==> config.mk <==
export PLATFORM = sky130hd
export DESIGN_NAME = arb_req_fifo_flat
export DESIGN_NICKNAME = d
export VERILOG_FILES = /design/src/rtl/arb_pkg.sv /design/src/rtl/arb_req_fifo_if.sv /design/src/rtl/arb_fifo_mem.sv /design/src/rtl/arb_req_fifo.sv /design/src/flat_wrapper.sv
export SDC_FILE = /design/constraint.sdc
export NUM_CORES = 1
export LEC_CHECK = 0
export CORE_UTILIZATION = 50
export CTS_BUF_LIST = sky130_fd_sc_hd__clkbuf_2
export DETAILED_ROUTE_END_ITERATION = 8
export PLACE_DENSITY = 0.81
export SLEW_MARGIN = 20
export SYNTH_ARGS = -nofsm -noshare
export SYNTH_HDL_FRONTEND = slang
export SYNTH_SLANG_ARGS = --single-unit
==> constraint.sdc <==
create_clock -name aclk -period 1.9 [get_ports aclk]
set_input_delay 0.57 -clock aclk [delete_from_list [all_inputs] [get_ports aclk]]
set_output_delay 0.57 -clock aclk [all_outputs]
set_load 0.05 [all_outputs]
==> src/rtl/arb_pkg.sv <==
// Shared definitions for the round-robin arbiter and its per-input request FIFOs.
package arb_pkg;

    localparam int ARB_DATA_WIDTH = 16;

    // Arbiter input indices; one arb_req_fifo instance feeds each.
    localparam int ARB_IDX_A = 0;
    localparam int ARB_IDX_B = 1;
    localparam int ARB_NUM_IN = 2;

    typedef logic [ARB_DATA_WIDTH-1:0] arb_data_t;

endpackage

==> src/rtl/arb_req_fifo_if.sv <==
// Source-side and arbiter-side handshake bundle for one arb_req_fifo instance.
interface arb_req_fifo_if
    import arb_pkg::*;
#(
    parameter int DATA_WIDTH = ARB_DATA_WIDTH,
    parameter int DEPTH      = 4
);
    localparam int PTR_W = $clog2(DEPTH);

    logic                  wvalid_i;
    logic                  wready_o;
    logic [DATA_WIDTH-1:0] wdata_i;
    logic                  rvalid_o;
    logic                  rready_i;
    logic [DATA_WIDTH-1:0] rdata_o;
    logic [PTR_W:0]        count_o;
    logic                  ovf_o;

    // FIFO side.
    modport slave (
        input  wvalid_i, wdata_i, rready_i,
        output wready_o, rvalid_o, rdata_o, count_o, ovf_o
    );

    // Source/arbiter side.
    modport master (
        output wvalid_i, wdata_i, rready_i,
        input  wready_o, rvalid_o, rdata_o, count_o, ovf_o
    );

endinterface

==> src/rtl/arb_fifo_mem.sv <==
// DEPTH x DATA_WIDTH register array: one synchronous write port, one async read port, no reset.
module arb_fifo_mem #(
    parameter int DATA_WIDTH = 16,
    parameter int DEPTH      = 4,
    parameter int PTR_W      = $clog2(DEPTH)
) (
    input  logic                  aclk,
    input  logic                  we,
    input  logic [PTR_W-1:0]      waddr,
    input  logic [DATA_WIDTH-1:0] wdata,
    input  logic [PTR_W-1:0]      raddr,
    output logic [DATA_WIDTH-1:0] rdata
);

    logic [DEPTH-1:0][DATA_WIDTH-1:0] mem;

    always_ff @(posedge aclk) begin
        if (we) mem[waddr] <= wdata;
    end

    assign rdata = mem[raddr];

endmodule

==> src/rtl/arb_req_fifo.sv <==
// Per-requestor FWFT ingress buffer in front of one arbiter input; holds requests that lose arbitration.
module arb_req_fifo
    import arb_pkg::*;
#(
    parameter int DATA_WIDTH = ARB_DATA_WIDTH,
    parameter int DEPTH      = 4,
    parameter int PTR_W      = $clog2(DEPTH)
) (
    input  logic          aclk,
    input  logic          areset,
    arb_req_fifo_if.slave fif
);

    localparam logic [PTR_W:0] DEPTH_C = (PTR_W+1)'(DEPTH);

    logic [PTR_W-1:0]      wr_ptr;
    logic [PTR_W-1:0]      rd_ptr;
    logic [PTR_W:0]        count;
    logic [PTR_W:0]        count_next;
    logic                  ovf;
    logic                  full;
    logic                  not_empty;
    logic                  push;
    logic                  pop;
    logic [DATA_WIDTH-1:0] head_data;

    // Status is decoded from registered count only, so no input reaches an output combinationally.
    assign full      = (count == DEPTH_C);
    assign not_empty = (count != '0);

    assign push = fif.wvalid_i & ~full;
    assign pop  = fif.rready_i & not_empty;

    always_comb begin
        count_next = count;
        case ({push, pop})
            2'b10:   count_next = count + 1'b1;
            2'b01:   count_next = count - 1'b1;
            default: count_next = count;
        endcase
    end

    // Pointers are PTR_W bits wide with DEPTH a power of two, so wrap is free.
    always_ff @(posedge aclk or posedge areset) begin
        if (areset) begin
            wr_ptr <= '0;
            rd_ptr <= '0;
            count  <= '0;
        end else begin
            if (push) wr_ptr <= wr_ptr + 1'b1;
            if (pop)  rd_ptr <= rd_ptr + 1'b1;
            count <= count_next;
        end
    end

    always_ff @(posedge aclk or posedge areset) begin
        if (areset)                      ovf <= 1'b0;
        else if (fif.wvalid_i && full)   ovf <= 1'b1;
    end

    arb_fifo_mem #(
        .DATA_WIDTH (DATA_WIDTH),
        .DEPTH      (DEPTH),
        .PTR_W      (PTR_W)
    ) u_mem (
        .aclk  (aclk),
        .we    (push),
        .waddr (wr_ptr),
        .wdata (fif.wdata_i),
        .raddr (rd_ptr),
        .rdata (head_data)
    );

    // Empty forces zero so stale or uninitialised storage never reaches the arbiter.
    assign fif.rdata_o  = not_empty ? head_data : '0;
    assign fif.rvalid_o = not_empty;
    assign fif.wready_o = ~full;
    assign fif.count_o  = count;
    assign fif.ovf_o    = ovf;

endmodule

==> src/flat_wrapper.sv <==
// flat-port wrapper written by rule: the top's interface ports become plain ports
module arb_req_fifo_flat import arb_pkg::*;
#(
    parameter int DATA_WIDTH = ARB_DATA_WIDTH,
    parameter int DEPTH      = 4,
    parameter int PTR_W      = $clog2(DEPTH)
)
  (aclk, areset, fif_wvalid_i, fif_wdata_i, fif_rready_i, fif_wready_o, fif_rvalid_o, fif_rdata_o, fif_count_o, fif_ovf_o);
  arb_req_fifo_if #(.DATA_WIDTH(DATA_WIDTH), .DEPTH(DEPTH)) fif_i ();
  input  logic aclk;
  input  logic areset;
  input wire logic [$bits(fif_i.wvalid_i)-1:0] fif_wvalid_i;
  input wire logic [$bits(fif_i.wdata_i)-1:0] fif_wdata_i;
  input wire logic [$bits(fif_i.rready_i)-1:0] fif_rready_i;
  output wire logic [$bits(fif_i.wready_o)-1:0] fif_wready_o;
  output wire logic [$bits(fif_i.rvalid_o)-1:0] fif_rvalid_o;
  output wire logic [$bits(fif_i.rdata_o)-1:0] fif_rdata_o;
  output wire logic [$bits(fif_i.count_o)-1:0] fif_count_o;
  output wire logic [$bits(fif_i.ovf_o)-1:0] fif_ovf_o;
  assign fif_i.wvalid_i = fif_wvalid_i;
  assign fif_i.wdata_i = fif_wdata_i;
  assign fif_i.rready_i = fif_rready_i;
  assign fif_wready_o = fif_i.wready_o;
  assign fif_rvalid_o = fif_i.rvalid_o;
  assign fif_rdata_o = fif_i.rdata_o;
  assign fif_count_o = fif_i.count_o;
  assign fif_ovf_o = fif_i.ovf_o;
  arb_req_fifo #(.DATA_WIDTH(DATA_WIDTH), .DEPTH(DEPTH), .PTR_W(PTR_W)) u_core (.aclk(aclk), .areset(areset), .fif(fif_i));
endmodule
==> results by group <==
Job
  – Max cap viols: 0

Critical path
  – CP endpoint: fif_rdata_o[2]
  – Worst Path Class, Setup: reg -> out
  – Slowest-stage cell, CP: mux4_2
  – Worst R2R End: u_core.fif.count_o[2]
  – Worst EP arrival: between 1500 and 2000 ps
  – Delay of the slowest cell on the worst path: 510 ps
  – Crit end category: primary output
  – R2R depth: 11
  – Reg2reg start: u_core.fif.count_o[1]
  – CP Data Required Time: roughly 1300 ps
  – CP Launch Point: u_core.rd_ptr[0]
  – R2R Setup Slk: -90 ps
  – CP cell instances: buf_12 > mux4_2 > and2_4 > buf_8
  – Worst-path fanout max: 8
  – CP Launch Type: register

Clock tree
  – Clk pin slew, worst setup/hold paths: about 170 ps
  – CTS Buffer Depth: 2
  – CTS sink cnt: 72
  – Clock Tree Root: clkbuf_2
  – Clock latency on the worst-skew pair: around 460 ps
  – Cts bufs inserted: 9
  – CTS tree: yes
  – H-Tree Depth: 3

Place
  – Dpl ws: -393 ps
  – Port Buffer Count: 41
  – Dpl hpwl: 3.53 mm
  – Final GP Congestion: between 0.6 and 0.7
  – Placed instance count: 272

Synth
  – Distinct cells, synth: 22
  – XOR/XNOR Fraction of Synth Area: 1.80%
  – Adder-cell share of the synthesized area: 2.83%
  – Synth Register Bits: a little over 70
  – Synth Cell Area: around 2900 um2
  – Predominant post-synthesis flop cell: edfxtp_1
  – Post-synthesis compound-gate area fraction: less than 1%
  – Leading area contributor after synthesis: edfxtp_1
  – Syn_nets: approximately 170
  – Post-Synthesis Cells: about 140
  – Seq/Total Area, Yosys: 72.8%
  – Post-synthesis mux area share: 14.1%
  – Number of flops mapped to enable cells by yosys: 64
  – Syn Area/Cell: 20.4 um2
  – Top-count cell post-synth: edfxtp_1
  – Syn. warnings: 0
  – Largest family of logic cells by synthesized area: multiplexers
  – Top cells by area, synth: edfxtp_1, mux4_1, dfrtp_1
  – Synth cell count leaders: edfxtp_1, and2_1
  – Simple-Gate Fraction of Synth Area: around 5.5%
  – Synth async-reset ratio: 11.1%
  – Top-area cell type share of the netlist area: 65.9%

Drt
  – Vias: 1,575
  – Via density: 5.27
  – DRC: 0
  – DRT iter0 DRCs: 93
  – DRT Pass-1 Iters: 4
  – Per-cell routed wire length: roughly 18 um
  – DRT antenna net count: 0
  – Drt total wl: ~5.5 mm

Finish
  – Fillers: 329
  – Area grow syn2layout: 37.1%
  – Area of the multi-input gates: 783 um2
  – Register Area: 2130 um2
  – Ant. Diodes: 0
  – Final net count: about 250
  – Layout cell share with drive strength beyond 1: a little over half
  – Finished Layout Cells: between 200 and 300

Timing
  – Max Fclk: approximately 400 MHz
  – # setup viols final: 20
  – Tightest Pin Transition: between 300 and 400 ps
  – Final hold vios: 0
  – Fin crit share: 131%
  – Worst setup margin: -593 ps
  – Clock skew: between 15 and 20 ps
  – Final min period: roughly 2500 ps
  – Final Max Slew Viols: 0
  – Unrepaired setup endpoints after global routing: true
  – Max_slew headroom: 79.6%

Floorplanning
  – # rows: 27
  – Area of the die: between 6000 and 7000 um2
  – Overall die width: 78.4 um
  – Core Region: between 5000 and 6000 um2
  – # IOs: 42
  – Die Height: 78.4 um
  – Starting Density: 52.3%

Global route
  – Initial antenna violation count: 0
  – Vias in the first global route: about 1,800
  – Global Route Usage Sum: around 20%
  – Global route overflow: 0
  – Largest net degree at the start of global routing: 17
  – First-pass GRT wire length: ~9 mm

Run status
  – Failing checks: setup timing
  – Status: finished with violations

Worst hold path
  – HP Class: in -> async
-- through the flow --
| step | TNS (ps) | hold slack, ps | utilization (%) | instance area, um2 |
|---|---|---|---|---|
| 6_report | -9980 | 320 | 71.7 | 4000 |
| 5_1_grt | -11790 | 311 | 71.7 | 4000 |
| 4_1_cts | -10600 | 301 | 70.4 | 3920 |
| 3_5_place_dp | -13370 | 454 | 64.8 | 3610 |
| 3_3_place_gp | -10230 | 448 | 64.8 | 3610 |
| 2_1_floorplan | -1110 | 385 | - | 3000 |
-- worst max-delay path, delay by kind of cell, from the launching register on --
family | cells | cell delay (ps)
buffers and inverters | 2 | 300
DFF | 1 | 480
muxes | 1 | 510
and+or+nand+nor | 1 | 160
-- cells in the final DEF, fill, tap and decap left out, types with 2 or more instances in the layout --
master	count
edfxtp_1	64
and2_4	21
buf_4	20
buf_8	20
clkdlybuf4s50_1	19
mux4_2	16
clkbuf_2	10
buf_12	9
buf_6	6
inv_1	5
ha_1	4
dfrtp_2	4
dfrtp_1	4
xnor2_1	3
clkinv_1	3
clkinv_2	3
xor2_1	2
inv_2	2
-- state kept, by name, summed over array words and instances, names as in the netlist --
name / count
u_core.rd_ptr: 2
u_core.u_mem.mem: 64
u_core.wr_ptr: 2
u_core.fif.count_o: 3
u_core.fif.ovf_o: 1
-- area by class of cell --
type | instances | share of cell area (%)
Inverter | 8 | 0.814
Multi-Input combinational cell | 57 | 19.6
Timing Repair Buffer | 74 | 22.2
Sequential cell | 72 | 53.2
Clock inverter | 6 | 0.657
Clock buffer | 10 | 1.25
Tap cell | 72 | 2.25
-- metal layers --
layer | up-vias | wire, um | global-route usage (%)
met5 | - | 0 | 0
met4 | 0 | 178 | 12.0
met3 | 17 | 309 | 4.53
met2 | 67 | 2990 | 36.1
met1 | 788 | 2040 | 22.4
li1 | 703 | - | -
-- worst min-delay path by stage --
stage / from / endpoint / slack, ps / cells after the start
3_3_place_gp: u_core.fif.ovf_o / u_core.fif.ovf_o / 450 / 1
6_report: areset / u_core.rd_ptr[1] / 320 / 2
4_1_cts: areset / u_core.rd_ptr[1] / 300 / 2
2_1_floorplan: areset / u_core.fif.ovf_o / 390 / 1
3_5_place_dp: u_core.fif.ovf_o / u_core.fif.ovf_o / 450 / 1
5_1_grt: areset / u_core.rd_ptr[1] / 310 / 2
-- repair_timing --
action,CTS,global route
endpoints found under the hold margin,0,0
gates resized for setup,62,20
pin swaps,20,5
buffers inserted,7,8
endpoints found under the setup margin,19,85
gates cloned,1,0
hold buffers,0,0
-- kinds of logic (layout without fill, tap and decap cells) --
| family | after synthesis | in the layout |
|---|---|---|
| mux | 18 | 18 |
| simple gates | 26 | 26 |
| compound gates | 1 | 1 |
| xor+xnor | 6 | 6 |
| buf+inv | 14 | 98 |
| fa+ha+maj | 6 | 6 |
| flops | 72 | 72 |
Power is not shown: default switching activity piles up to over one toggle a cycle in this logic, so the estimate is an artifact.
